### src/rtl/ttt_board_ctrl.sv
// ttt_board_ctrl: tic-tac-toe game-state controller feeding vga_display
// Ports:
//   clk       : 100 MHz system clock
//   rst       : asynchronous reset, active-low
//   btn_up, btn_down, btn_left, btn_right, btn_place : debounced button levels, active-high
//   xi, oi    : X / O marks, bit n = cell n (row-major, cell 0 top-left)
//   cr        : one-hot cursor, all zero while go=1
//   go        : game over
//   turn      : 0 = X to move, 1 = O to move
//   winner    : 00 none, 01 X, 10 O, 11 draw
// Build option: define TTT_CURSOR_WRAP_EN to wrap the cursor at the grid edges
// instead of saturating there.
module ttt_board_ctrl #(
   parameter int GO_HOLD = 50_000_000
) (
   input  logic       clk,
   input  logic       rst,
   input  logic       btn_up,
   input  logic       btn_down,
   input  logic       btn_left,
   input  logic       btn_right,
   input  logic       btn_place,
   output logic [8:0] xi,
   output logic [8:0] oi,
   output logic [8:0] cr,
   output logic       go,
   output logic       turn,
   output logic [1:0] winner
);
   localparam logic [1:0] S_PLAY  = 2'd0;
   localparam logic [1:0] S_CHECK = 2'd1;
   localparam logic [1:0] S_OVER  = 2'd2;
   localparam int CW = (GO_HOLD > 1) ? $clog2(GO_HOLD) : 1;
   localparam logic [CW-1:0] HOLD_MAX = CW'(GO_HOLD - 1);

   logic [1:0]    r_state;
   logic [4:0]    r_prev;
   logic [8:0]    r_xi, r_oi, r_cr;
   logic          r_go, r_turn;
   logic [1:0]    r_winner;
   logic [CW-1:0] r_cnt;

   logic [4:0] w_btn, w_ev;
   logic       w_row0, w_row2, w_col0, w_col2;
   logic [8:0] w_up, w_down, w_left, w_right, w_mark;
   logic       w_win, w_full, w_empty, w_sat;

   // event vector ordered {place, up, down, left, right}
   assign w_btn = {btn_place, btn_up, btn_down, btn_left, btn_right};
   assign w_ev  = w_btn & ~r_prev;

   assign w_row0 = |r_cr[2:0];
   assign w_row2 = |r_cr[8:6];
   assign w_col0 = r_cr[0] | r_cr[3] | r_cr[6];
   assign w_col2 = r_cr[2] | r_cr[5] | r_cr[8];

   // one-hot cursor moves: a row step is a shift by 3, a column step by 1
`ifdef TTT_CURSOR_WRAP_EN
   assign w_up    = w_row0 ? r_cr << 6 : r_cr >> 3;
   assign w_down  = w_row2 ? r_cr >> 6 : r_cr << 3;
   assign w_left  = w_col0 ? r_cr << 2 : r_cr >> 1;
   assign w_right = w_col2 ? r_cr >> 2 : r_cr << 1;
`else
   assign w_up    = w_row0 ? r_cr : r_cr >> 3;
   assign w_down  = w_row2 ? r_cr : r_cr << 3;
   assign w_left  = w_col0 ? r_cr : r_cr >> 1;
   assign w_right = w_col2 ? r_cr : r_cr << 1;
`endif

   // turn has not toggled yet in CHECK, so it still names the player who just moved
   assign w_mark  = r_turn ? r_oi : r_xi;
   assign w_win   = (&w_mark[2:0]) | (&w_mark[5:3]) | (&w_mark[8:6]) |
                    (w_mark[0] & w_mark[3] & w_mark[6]) |
                    (w_mark[1] & w_mark[4] & w_mark[7]) |
                    (w_mark[2] & w_mark[5] & w_mark[8]) |
                    (w_mark[0] & w_mark[4] & w_mark[8]) |
                    (w_mark[2] & w_mark[4] & w_mark[6]);
   assign w_full  = &(r_xi | r_oi);
   assign w_empty = ((r_xi | r_oi) & r_cr) == 9'd0;
   assign w_sat   = r_cnt == HOLD_MAX;

   always_ff @(posedge clk or negedge rst) begin
      if (!rst) begin
         r_state  <= S_PLAY;
         r_prev   <= '0;
         r_xi     <= '0;
         r_oi     <= '0;
         r_cr     <= 9'h010;
         r_go     <= 1'b0;
         r_turn   <= 1'b0;
         r_winner <= 2'b00;
         r_cnt    <= '0;
      end else begin
         // prev always tracks the buttons so events in CHECK/OVER are consumed
         r_prev <= w_btn;
         case (r_state)
            S_PLAY: begin
               if (w_ev[4]) begin
                  if (w_empty) begin
                     if (r_turn) r_oi <= r_oi | r_cr;
                     else r_xi <= r_xi | r_cr;
                     r_state <= S_CHECK;
                  end
               end else if (w_ev[3]) r_cr <= w_up;
               else if (w_ev[2]) r_cr <= w_down;
               else if (w_ev[1]) r_cr <= w_left;
               else if (w_ev[0]) r_cr <= w_right;
            end
            S_CHECK: begin
               if (w_win || w_full) begin
                  r_winner <= w_win ? (r_turn ? 2'b10 : 2'b01) : 2'b11;
                  r_go     <= 1'b1;
                  r_cr     <= '0;
                  r_cnt    <= '0;
                  r_state  <= S_OVER;
               end else begin
                  r_turn  <= ~r_turn;
                  r_state <= S_PLAY;
               end
            end
            S_OVER: begin
               if (w_ev[4] && w_sat) begin
                  r_xi     <= '0;
                  r_oi     <= '0;
                  r_cr     <= 9'h010;
                  r_turn   <= 1'b0;
                  r_winner <= 2'b00;
                  r_go     <= 1'b0;
                  r_cnt    <= '0;
                  r_state  <= S_PLAY;
               end else if (!w_sat) r_cnt <= r_cnt + 1'b1;
            end
            default: r_state <= S_PLAY;
         endcase
      end
   end

   assign xi     = r_xi;
   assign oi     = r_oi;
   assign cr     = r_cr;
   assign go     = r_go;
   assign turn   = r_turn;
   assign winner = r_winner;
endmodule

### config.mk
export PLATFORM = sky130hd
export DESIGN_NAME = ttt_board_ctrl
export DESIGN_NICKNAME = d
export VERILOG_FILES = /design/src/rtl/ttt_board_ctrl.sv
export SDC_FILE = /design/constraint.sdc
export NUM_CORES = 1
export LEC_CHECK = 0
export CORE_ASPECT_RATIO = 0.8
export CORE_MARGIN = 3
export CORE_UTILIZATION = 52
export CTS_CLUSTER_SIZE = 30
export DETAILED_ROUTE_END_ITERATION = 7
export MAX_ROUTING_LAYER = met4
export PLACE_DENSITY = 0.77
export SETUP_SLACK_MARGIN = 0.3
export SYNTH_ARGS = -nofsm -noshare
export SYNTH_HDL_FRONTEND = slang
export SYNTH_SLANG_ARGS = --single-unit
### constraint.sdc
create_clock -name clk -period 2.3 [get_ports clk]
set_clock_uncertainty 0.15 [all_clocks]
set_input_delay 0.345 -clock clk [delete_from_list [all_inputs] [get_ports clk]]
set_output_delay 0.345 -clock clk [all_outputs]
set_load 0.02 [all_outputs]
## Yosys cells after proc, flatten, opt, wreduce, memory -nomap -nowiden

Cells that the tools add are included.

- Add/subtract/negate cells: 1
- Equal/unequal tests: 17
- Multiplexer cells: 40
- Bitwise operators: 28
- Reductions and logical operators: 20

Operators with widths:

| kind | number |
|---|---|
| 2-to-1 mux 9 bit | 19 |
| 2-to-1 mux 26 bit | 3 |
| one-hot mux 26 bit (2 select lines) | 1 |
| one-hot mux 9 bit (2 select lines) | 2 |
| OR 9 bit | 3 |
| one-hot mux 9 bit (3 select lines) | 1 |
| adder 26 x 1 -> 26 bit, second input constant | 1 |
| equality test 26 bit, second input constant | 1 |
| AND reduction 3 bit | 7 |
| AND reduction 9 bit | 2 |
| != test 2 bit, second input constant | 8 |
| != test 5 bit, second input constant | 3 |
| 2-to-1 mux 2 bit | 7 |
| OR 1 bit | 11 |
| bitwise AND 1 bit | 10 |
| AND reduction 5 bit | 2 |
| bitwise AND 9 bit | 1 |
| logical NOT 9 bit | 1 |
| != test 3 bit, second input constant | 2 |
| one-hot mux 2 bit (3 select lines) | 1 |
| OR reduction 3 bit | 2 |
| bitwise AND 5 bit | 1 |
| NOT 5 bit | 1 |
| != test 4 bit, second input constant | 1 |
| 11 further kinds | 15 |

- Register bits after elaboration: 64
- Input port bits: 7
- Logic and storage cells: 115

## Logic depth before layout (Yosys ltp)

- Depth after elaboration: 12
- Gate-level depth with buffers: 9
- Mapped depth without buffers: 7

## Worst setup path before layout

No wires, ideal clock.

- Path type: register to register
- Start point: register r_turn (netlist: turn)
- End point: register r_cnt[18]
- Library setup time: 124 ps
- Arrival time: 2,055 ps
- Required time: 2,026 ps
- Path slack: -28 ps
- Cell stages (with the launch flop): 10
- Path buffers: 3
- Path through: dfrtp_1 -> clkbuf_1 -> nand2_1 -> o32ai_1 -> nor4_2 -> nand3_1 -> buf_2 -> buf_2 -> a22oi_1 -> o2bb2ai_1

- Cells in the longest elaborated chain, start to end: 12
- Elaborated cells on any way between the ends: 24
- Classes of those cells: eq/ne (1); mux (1); bitwise (17); reduce/logical (5)

RTL lines:

| item | line | source |
|---|---|---|
| from (decl) | 39 | `logic r_go, r_turn;` |
| from (signal assigned) | 117 | `r_turn <= ~r_turn;` |
| 2-to-1 mux 9 bit * | 71 | `assign w_mark = r_turn ? r_oi : r_xi;` |
| AND reduction 3 bit | 72 | `assign w_win = (&w_mark[2:0]) \| (&w_mark[5:3]) \| (&w_mark[8:6]) \|` |
| OR 1 bit (3 in series) | 72 |  |
| OR 1 bit | 73 | `(w_mark[0] & w_mark[3] & w_mark[6]) \|` |
| OR 1 bit | 74 | `(w_mark[1] & w_mark[4] & w_mark[7]) \|` |
| OR 1 bit | 75 | `(w_mark[2] & w_mark[5] & w_mark[8]) \|` |
| OR 1 bit * | 76 | `(w_mark[0] & w_mark[4] & w_mark[8]) \|` |
| logical OR 1 bit * | 110 | `if (w_win \|\| w_full) begin` |
| != test 2 bit (no line) * | n/a |  |
| AND reduction 3 bit (no line) * | n/a |  |
| to (signal assigned) | 131 | `end else if (!w_sat) r_cnt <= r_cnt + 1'b1;` |
| to (decl) | 41 | `logic [CW-1:0] r_cnt;` |

Every way passes the cells marked *; elsewhere a longest branch is shown, timed or not.
A chain may end at the register's enable or synchronous reset.

## Final worst setup path

- Start point: register r_cnt[11]
- End point: register r_cnt[9]

- Cells in the longest elaborated chain, start to end: 4
- Elaborated cells on any way between the ends: 6
- Classes of those cells: eq/ne (2); mux (2); reduce/logical (2)

RTL lines:

| item | line | source |
|---|---|---|
| equality test 26 bit * | 80 | `assign w_sat = r_cnt == HOLD_MAX;` |
| logical AND 1 bit | 122 | `if (w_ev[4] && w_sat) begin` |
| != test 3 bit (no line) or 2-to-1 mux 26 bit (tied branches) | n/a |  |
| AND reduction 3 bit (no line) or one-hot mux 26 bit (2 select lines) (tied branches) | n/a |  |

Marked as above.

==> run_results.csv <==
group,metric,value,unit
status,status,"complete, but fails checks",
status,failed_checks,"design-rule violations, negative setup slack",
global_route,overflow,0,
clocking,numCtsBuffers,9,
placement,place_inst,571,
route,via_per_inst,7.750,
route,dr.pass1.iters,8,
power_and_ir_drop,peakVddDrop,0.6035,mV
logic_synthesis,synth_area,0.003752,mm^2
timing,maxSlewViolCount,0,
timing,setup_viol,48,
logic_synthesis,seq_area_frac_synth,42.71,%
logic_synthesis,avgSynthCellArea,9.452,um^2
global_route,grt_pass1_vias,4229,
finish,stdcell_area,0.006167,mm^2
finish,layout_commonest_cell,"buf_4",
finish,drive_above_1_share,45.93,%
floorplan,core-area,0.006925,mm^2
critical_path,critical_path.slowest_cell,"dfrtp_1",
route,drtIter0Drc,883,
placement,post-place-ws,-0.2446,ns
clocking,htree_levels,3,
timing,period_needed,2.541,ns
route,wl_per_cell,29.06,um
logic_synthesis,postSynth.asyncResetShare,100.0,%
finish,instances_no_fill,640,
logic_synthesis,ys.flop_type,"dfrtp_1",
min_path,hold_class,"primary input to asynchronous set/reset pin",
clocking,clk_path_buf_depth,2,
finish,nFillCells,255,
clocking,clk-insertion-delay-late,0.38,ns
critical_path,critPathTopFamily,"simple AND/OR/NAND/NOR gates",
timing,timing.final.ws_setup,-0.2413,ns
placement,port-buffer-count,37,
timing,period_share,110.5,%
floorplan,die_w,101.0,um
timing,hold_violations,0,
finish,synthToLayoutAreaGrowth,64.35,%
route,ant_nets,0,
route,vias,4960,
floorplan,fp.dieH,81.98,um
finish,multiInputGateArea,0.002659,mm^2
clocking,clk_root_buffer_cell,"clkbuf_8",
critical_path,critPathArrivalTime,2.62,ns
timing,tns,-5.219,ns
finish,fin_nets,559,
finish,antennaDiodeCount,0,
critical_path,path_max_fanout,7,
placement,hpwl,7.948,mm
critical_path,crit_required,2.38,ns
critical_path,path_class,"register to register",
logic_synthesis,synth_edf_count,0,
route,drc,5,
placement,gp_congestion,0.9662,
global_route,grt_pass1_wl,23.89,mm
timing,rsz0062_at_grt,"true",
power_and_ir_drop,p_per_area,396.8,mW/mm^2
critical_path,cp_slowest_stage_delay,0.46,ns
logic_synthesis,syn-num-nets,408,
global_route,grt_util_all_layers,39.57,%
logic_synthesis,ys_types,60,
clocking,clk_transition_reported_paths,0.07,ns
timing,tightest_slew,0.8321,ns
finish,most-common-layout-cells,"84 x buf_4, 49 x dfrtp_1, 27 x buf_6",
critical_path,crit_top_cell,"buf_6",
timing,timing.fmax,393.5,MHz
critical_path,cp.buffers_inverters,4,
power_and_ir_drop,p_total,2.447,mW
power_and_ir_drop,power_leakage,2.982,nW
finish,final_util,89.05,%
timing,worst_hold_slack,0.3025,ns
floorplan,rows,27,
timing,relSlewSlack,43.09,%
floorplan,pin_count,38,
critical_path,r2r_cells,10,
placement,placed_cell_area,0.004833,mm^2
global_route,grt_max_degree,48,
critical_path,critPathCaptureType,"register",
floorplan,dieArea,0.008278,mm^2
route,wirelength,18.60,mm
clocking,cts_tree,"yes",
global_route,antenna_found_initial,0,
critical_path,startpoint_type,"register",
logic_synthesis,ys_warn_count,0,
finish,seq_area,0.001620,mm^2
critical_path,cp_num_cells,10,
floorplan,start_util,54.18,%
logic_synthesis,synth-seq-cells,64,
job,drv_cap,0,
clocking,clkSinkCount,64,
critical_path,path_cells,"nor3_2, buf_4, nand4_4, buf_6, nor3_4, buf_6, nor2b_4, buf_6, a41oi_2, a31oi_1",
logic_synthesis,syn-instance-count,397,
[worst register-to-register path: stages, from the launching register on]
cell and delay [ns]:
dfrtp_1 0.46, nor3_2 0.27, buf_4 0.17, nand4_4 0.12
buf_6 0.16, nor3_4 0.26, buf_6 0.18, nor2b_4 0.09
buf_6 0.14, a41oi_2 0.27, a31oi_1 0.12
[flip-flops by register name, indices dropped and copies added (netlist names)]
signal	cells
r_cnt	26
cr	9
oi	9
xi	9
r_prev	5
r_state	2
winner	2
go	1
turn	1
[cell families after synthesis]
family / Yosys count / synth area share [%]
muxes: 17 / 4.835
and+or+nand+nor: 157 / 23.57
buffers and inverters: 34 / 4.202
adders and majority gates: 4 / 1.334
AOI/OAI and AO/OA: 121 / 23.34
DFF: 64 / 42.71
[where the power goes]
group	leakage [nW]	total (mW)	internal [mW]	switching [mW]
sequential	0.796	1.13	1.13	0.00159
clock	0.123	1.22	0.731	0.491
combinational	2.06	0.0944	0.0366	0.0578
total	2.98	2.45	1.90	0.551
[metal layers]
metal / share of wire (%) / track usage (%)
met1: 34 / 49.92
met4: 8.9 / 19.92
met5: 0 / -
met2: 42 / 59.20
met3: 16 / 10.36
[path summary, 6_finish.rpt]
check | from | endpoint | slack [ns]
setup / recovery | r_cnt[11] | r_cnt[9] | -0.24
hold reg to reg | r_cnt[5] | r_cnt[5] | 0.37
setup reg to reg | r_cnt[11] | r_cnt[9] | -0.24
min in group clk | btn_left | r_prev[1] | 0.31
hold / removal | rst | r_cnt[18] | 0.30
max in group asynchronous | rst | cr[4] | 1.04
[Yosys cell counts, drive strengths merged, types with 3 or more instances]
cell,instances,area [um^2]
a21o,3,22.52
a21oi,19,95.09
a221o,7,70.07
a22o,15,131.4
a22oi,9,67.56
a31oi,13,81.33
and3,13,86.33
and4,6,52.55
buf,13,77.58
clkbuf,11,42.54
dfrtp,63,1577
ha,4,50.05
inv,10,37.54
mux2,9,101.4
mux2i,8,80.08
nand2,30,112.6
nand2b,10,72.57
nand3,14,70.07
nand4,13,87.58
nor2,29,108.9
nor2b,3,18.77
nor3,17,85.08
nor4,8,68.82
o21ai,22,110.1
o22ai,3,18.77
o2bb2ai,3,26.28
o31ai,4,43.79
o32ai,6,52.55
or2,4,25.02
[final cells by class]
cell class	count	share of cell area [%]
inverters	10	0.6086
well taps	87	1.765
flip-flops and latches	64	26.27
clock inverters	2	0.9738
multi-input cells	304	43.11
repair buffers	159	24.31
clock buffers	14	2.962
[what timing repair did]
action	in CTS	in global routing
buffers inserted	31	10
pin swaps	50	27
gates resized for setup	96	59
setup endpoints to repair	69	72
cloned	6	5
hold buffers	1	0
hold endpoints to repair	17	0
No activity file was read; power rests on OpenSTA's default activity.
